`config.mk`:
```
export PLATFORM = sky130hd
export DESIGN_NAME = ram_arbiter
export DESIGN_NICKNAME = d
export VERILOG_FILES = /design/src/rtl/ram_arbiter.sv
export SDC_FILE = /design/constraint.sdc
export NUM_CORES = 1
export LEC_CHECK = 0
export BUFFER_PORTS_ARGS = -buffer_cell sky130_fd_sc_hd__buf_4
export CORE_UTILIZATION = 40
export DETAILED_ROUTE_END_ITERATION = 16
export PLACE_DENSITY = 0.72
export REMOVE_ABC_BUFFERS = 1
export SLEW_MARGIN = 15
export SYNTH_ARGS = -nofsm -noshare
export SYNTH_HDL_FRONTEND = slang
export SYNTH_SLANG_ARGS = --single-unit
```
`constraint.sdc`:
```
create_clock -name clk -period 2.04 [get_ports clk]
set_input_delay 0.204 -clock clk [delete_from_list [all_inputs] [get_ports clk]]
set_output_delay 0.204 -clock clk [all_outputs]
set_load 0.005 [all_outputs]
```
`src/rtl/ram_arbiter.sv`:
```
// Two-requester round-robin arbiter and sequencer for a single-port synchronous RAM.
// One transaction at a time; RAM strobes are registered, read data returns to its issuer.
module ram_arbiter #(
   parameter int ADDR_W = 4,
   parameter int DATA_W = 8,
   parameter int RD_LAT = 1
) (
   input  logic              clk,
   input  logic              rst_n,
   input  logic              req0_valid,
   input  logic              req0_we,
   input  logic [ADDR_W-1:0] req0_addr,
   input  logic [DATA_W-1:0] req0_wdata,
   output logic              req0_ready,
   output logic              rsp0_valid,
   output logic [DATA_W-1:0] rsp0_rdata,
   input  logic              req1_valid,
   input  logic              req1_we,
   input  logic [ADDR_W-1:0] req1_addr,
   input  logic [DATA_W-1:0] req1_wdata,
   output logic              req1_ready,
   output logic              rsp1_valid,
   output logic [DATA_W-1:0] rsp1_rdata,
   output logic [ADDR_W-1:0] ram_addr,
   output logic [DATA_W-1:0] ram_data_in,
   output logic              ram_we,
   output logic              ram_re,
   input  logic [DATA_W-1:0] ram_data_out
);

   localparam int CNT_W = $clog2(RD_LAT + 1);

   typedef enum logic [2:0] {IDLE, WR, RD, RD_WAIT, RESP} state_t;

   state_t            state, state_nxt;
   logic              last_grant;
   logic              owner;
   logic              grant;
   logic              hs;
   logic              sel_we;
   logic [ADDR_W-1:0] sel_addr;
   logic [DATA_W-1:0] sel_wdata;
   logic [CNT_W-1:0]  cnt;
   logic [DATA_W-1:0] rsp_data;

   always_comb begin
      grant = 1'b0;
      if (req0_valid && req1_valid)
         grant = ~last_grant;
      else if (req1_valid)
         grant = 1'b1;

      // ready is gated by rst_n so it reads 0 while reset is held
      hs = rst_n && (state == IDLE) && (req0_valid || req1_valid);
      req0_ready = hs && !grant;
      req1_ready = hs && grant;

      sel_we    = grant ? req1_we    : req0_we;
      sel_addr  = grant ? req1_addr  : req0_addr;
      sel_wdata = grant ? req1_wdata : req0_wdata;

      state_nxt = state;
      case (state)
         IDLE:    if (hs) state_nxt = sel_we ? WR : RD;
         WR:      state_nxt = IDLE;
         RD:      state_nxt = RD_WAIT;
         RD_WAIT: if (cnt == CNT_W'(1)) state_nxt = RESP;
         RESP:    state_nxt = IDLE;
         default: state_nxt = IDLE;
      endcase
   end

   always_ff @(posedge clk or negedge rst_n) begin
      if (!rst_n) begin
         state       <= IDLE;
         last_grant  <= 1'b1;
         owner       <= 1'b0;
         cnt         <= '0;
         rsp_data    <= '0;
         ram_addr    <= '0;
         ram_data_in <= '0;
         ram_we      <= 1'b0;
         ram_re      <= 1'b0;
      end else begin
         state  <= state_nxt;
         ram_we <= (state_nxt == WR);
         ram_re <= (state_nxt == RD);
         if (hs) begin
            last_grant  <= grant;
            owner       <= grant;
            ram_addr    <= sel_addr;
            ram_data_in <= sel_wdata;
         end
         if (state == RD)
            cnt <= CNT_W'(RD_LAT);
         else if (state == RD_WAIT)
            cnt <= cnt - CNT_W'(1);
         if (state == RD_WAIT && cnt == CNT_W'(1))
            rsp_data <= ram_data_out;
      end
   end

   assign rsp0_valid = (state == RESP) && !owner;
   assign rsp1_valid = (state == RESP) && owner;
   assign rsp0_rdata = rsp_data;
   assign rsp1_rdata = rsp_data;

endmodule

```
==> impl_results.md <==
- CTS tree: built
- Total CTS buffers: 3
- FMAX: 513.4 MHz
- Max Cap Viol: 0
- GRT Total Usage: 0.1623
- Top post-synthesis cells by area: dfrtp_1 50%, mux2_2 22%, mux2_4 7.7%
- Clock Path Buffers: 2
- DR WL/cell: approximately 14 um
- 1st-iter DRT viols: 21
- Design Area, Final: 1954 sq um
- Final core occ: 0.6248
- Initial antenna violation count: 0
- Clock power share: 0.140
- Arr. time, crit path: approximately 1.7 ns
- Htree depth: 1
- Max-slew violations: 0
- R2r setup slk: 0.40 ns
- Sw Share: 0.2811
- Final hold vios: 0
- # setup viols final: 0
- DRC Markers: 0
- Port Buffers: 71
- Peak VDD IR: slightly above 0.7 mV
- Seq. cell area: between 700 and 800 sq um
- Routability Congestion: between 0.7 and 0.8
- Seq pwr share: 0.403
- FF+latch count, synth: 28
- Largest stage delay on the critical path: roughly 0.48 ns
- # rows: 20
- Final wirelength: around 2.8 mm
- WS Path Type: flop to output port
- Post-DP HPWL: ~2.2 mm
- Min cycle time layout: slightly below 2 ns
- Fillers: around 260
- R2R Path Start: last_grant
- Pre-CTS setup slack: around 0.38 ns
- Total power: roughly 2.5 mW
- Synth top area share: 0.4963
- Kind of start point of the critical path: flop
- Initial Util: 0.4352
- Worst Tran Pin Value: 0.5340 ns
- Reg2reg end: ram_data_in[3]
- Post-Syn Instances: 94
- Final ANT Viol Nets: 0
- Critical path destination: req1_ready
- Via/cell ratio: between 4 and 5
- Internal: roughly 1.8 mW
- GR Overflow Total: 0
- Nets@finish: 201
- First-pass GRT wire length: approximately 4.4 mm
- # diodes: 0
- Cell Count Post-Placement: 200
- Share of cells above drive strength 1: 0.7407
- Part of the cycle the worst path needs: 0.9548
- Synth Warn #: 0
- Core area: 3128 sq um
- P per Cell Area: between 1000 and 1500 nW/um^2
- Combinational power share: 0.457
- Largest net degree at the start of global routing: 29
- Vias in the first global route: 1011
- Root buf cell: clkbuf_4
- Synth Cell Area: between 1000 and 1500 sq um
- Crit Path Max Fanout: 17
- Seq/Total Area, Yosys: 0.5156
- Worst-skew pair later-pin latency: approximately 0.32 ns
- Total number of vias: ~1000
- DIE HEIGHT: just over 60 um
- P_sw: 0.7029 mW
- Crit path launch: state[0]
- Synth unique cells: 20
- CP Capture Type: output port
- Setup WS post-layout: 0.09218 ns
- Status: finished clean
- Synth-to-Final Area Change: 43.57%
- Clock skew: 0.01277 ns
- Worst path slowest cell: dfrtp_2
- IO Pins: slightly above 70
- Num Clock Sinks: 28
- Top cell type by total area after synthesis: dfrtp_1
- Area after DPL: about 1900 sq um
- Slew margin rel.: 0.6431
- TritonRoute pass-1 iters: 4
- Clock-pin slew of the registers on the worst-case setup and hold paths: 0.15 ns
- Leak: 0.9605 nW
- WP data required: 1.84 ns
- Worst r2r path cells: 3
- Synthesized area per cell: 14.48 sq um
- Width of the die: ~60 um
- HP Class: primary input to flop
- Hold Crit Depth: 2
- Crit-path cells: nor4b_4 > o21a_1 > buf_12 > and2_2 > buf_4
- Multi-input logic area: 561.8 sq um
- Die area: 3640 sq um
- Post-Layout Cell Count: slightly above 200
==> how the worst min path moves through the flow <==
stage	startpoint	slack [ns]	end
global placement	rst_n	0.23	ram_we
CTS	ram_data_out[2]	0.08	rsp0_rdata[2]
detailed placement	rst_n	0.24	ram_re
global route	ram_data_out[2]	0.08	rsp0_rdata[2]
floorplan	rst_n	-0.09	cnt
finish	ram_data_out[2]	0.09	rsp0_rdata[2]
==> critical path, delay by kind of cell (launching register included) <==
kind	cells	cell delay, ns
compound gates	1	0.21
buf+inv	2	0.27
flops	1	0.48
simple gates	2	0.45
==> Yosys cell counts <==
library cell	n
dfrtp_1	27
mux2_2	27
buf_4	8
mux2_4	7
nor2_1	4
nand2_1	3
and2_2	2
buf_6	2
o21a_1	2
o21ai_0	2
a21boi_4	1
a22o_2	1
and2b_1	1
and3_1	1
buf_12	1
dfstp_2	1
inv_1	1
mux2i_1	1
nand3_2	1
nor4b_2	1
==> timing repair <==
| action | in CTS | in global routing |
|---|---|---|
| endpoints found under the setup margin | 1 | 1 |
| cloned | 0 | 0 |
| hold endpoints to repair | 27 | 0 |
| hold buffers | 1 | 0 |
| resized for setup | 1 | 4 |
| setup buffers | 0 | 1 |
==> placed cells by master, fill, tap and decap left out, drive strengths merged, types with 2 or more instances in the layout <==
| cell | instances |
|---|---|
| nand2 | 3 |
| mux2 | 34 |
| and2 | 2 |
| nor2 | 4 |
| buf | 74 |
| clkbuf | 3 |
| o21ai | 2 |
| o21a | 2 |
| dfrtp | 27 |
==> power groups by stage <==
stage               Combinational [mW]  Clock (mW)  Sequential, mW
detailed placement                1.12           0            1.02
floorplan                        0.485           0            1.02
global placement                  1.11           0           0.998
global route                      1.24       0.384            1.04
CTS                               1.13       0.367            1.00
finish                            1.14       0.351            1.01
==> per-stage QoR <==
stage	hold WS, ns	TNS [ns]
6_report	0.09489	0
5_1_grt	0.07619	-0.02090
4_1_cts	0.08090	0
3_5_place_dp	0.2366	0
3_3_place_gp	0.2316	0
2_1_floorplan	-0.09159	0
==> metal layers <==
metal	GRT usage	part of all wire	vias to the layer above
met1	0.1783	0.36	499
met5	0	0	-
met2	0.3155	0.60	23
li1	-	-	458
met3	0.02559	0.027	2
met4	0.04983	0.012	0
==> kinds of logic after synthesis <==
family,synth area share
muxes,0.3079
DFF,0.5156
and+or+nand+nor,0.05882
buffers and inverters,0.07812
AOI/OAI and AO/OA,0.03952
==> sequential cells by signal, indices dropped and copies added, names as in the netlist, 3 cells and up <==
name / flops
ram_addr: 4
ram_data_in: 8
rsp0_rdata: 8
state: 3
==> final cells by class <==
cell class,instances,area share
Multi-Input combinational cell,54,0.2875
Clock inverter,1,0.01536
Sequential cell,28,0.3598
Tap cell,44,0.02817
Clock buffer,3,0.01152
Inverter,1,0.001921
Timing Repair Buffer,75,0.2958
No activity file was read; power rests on OpenSTA's default activity.
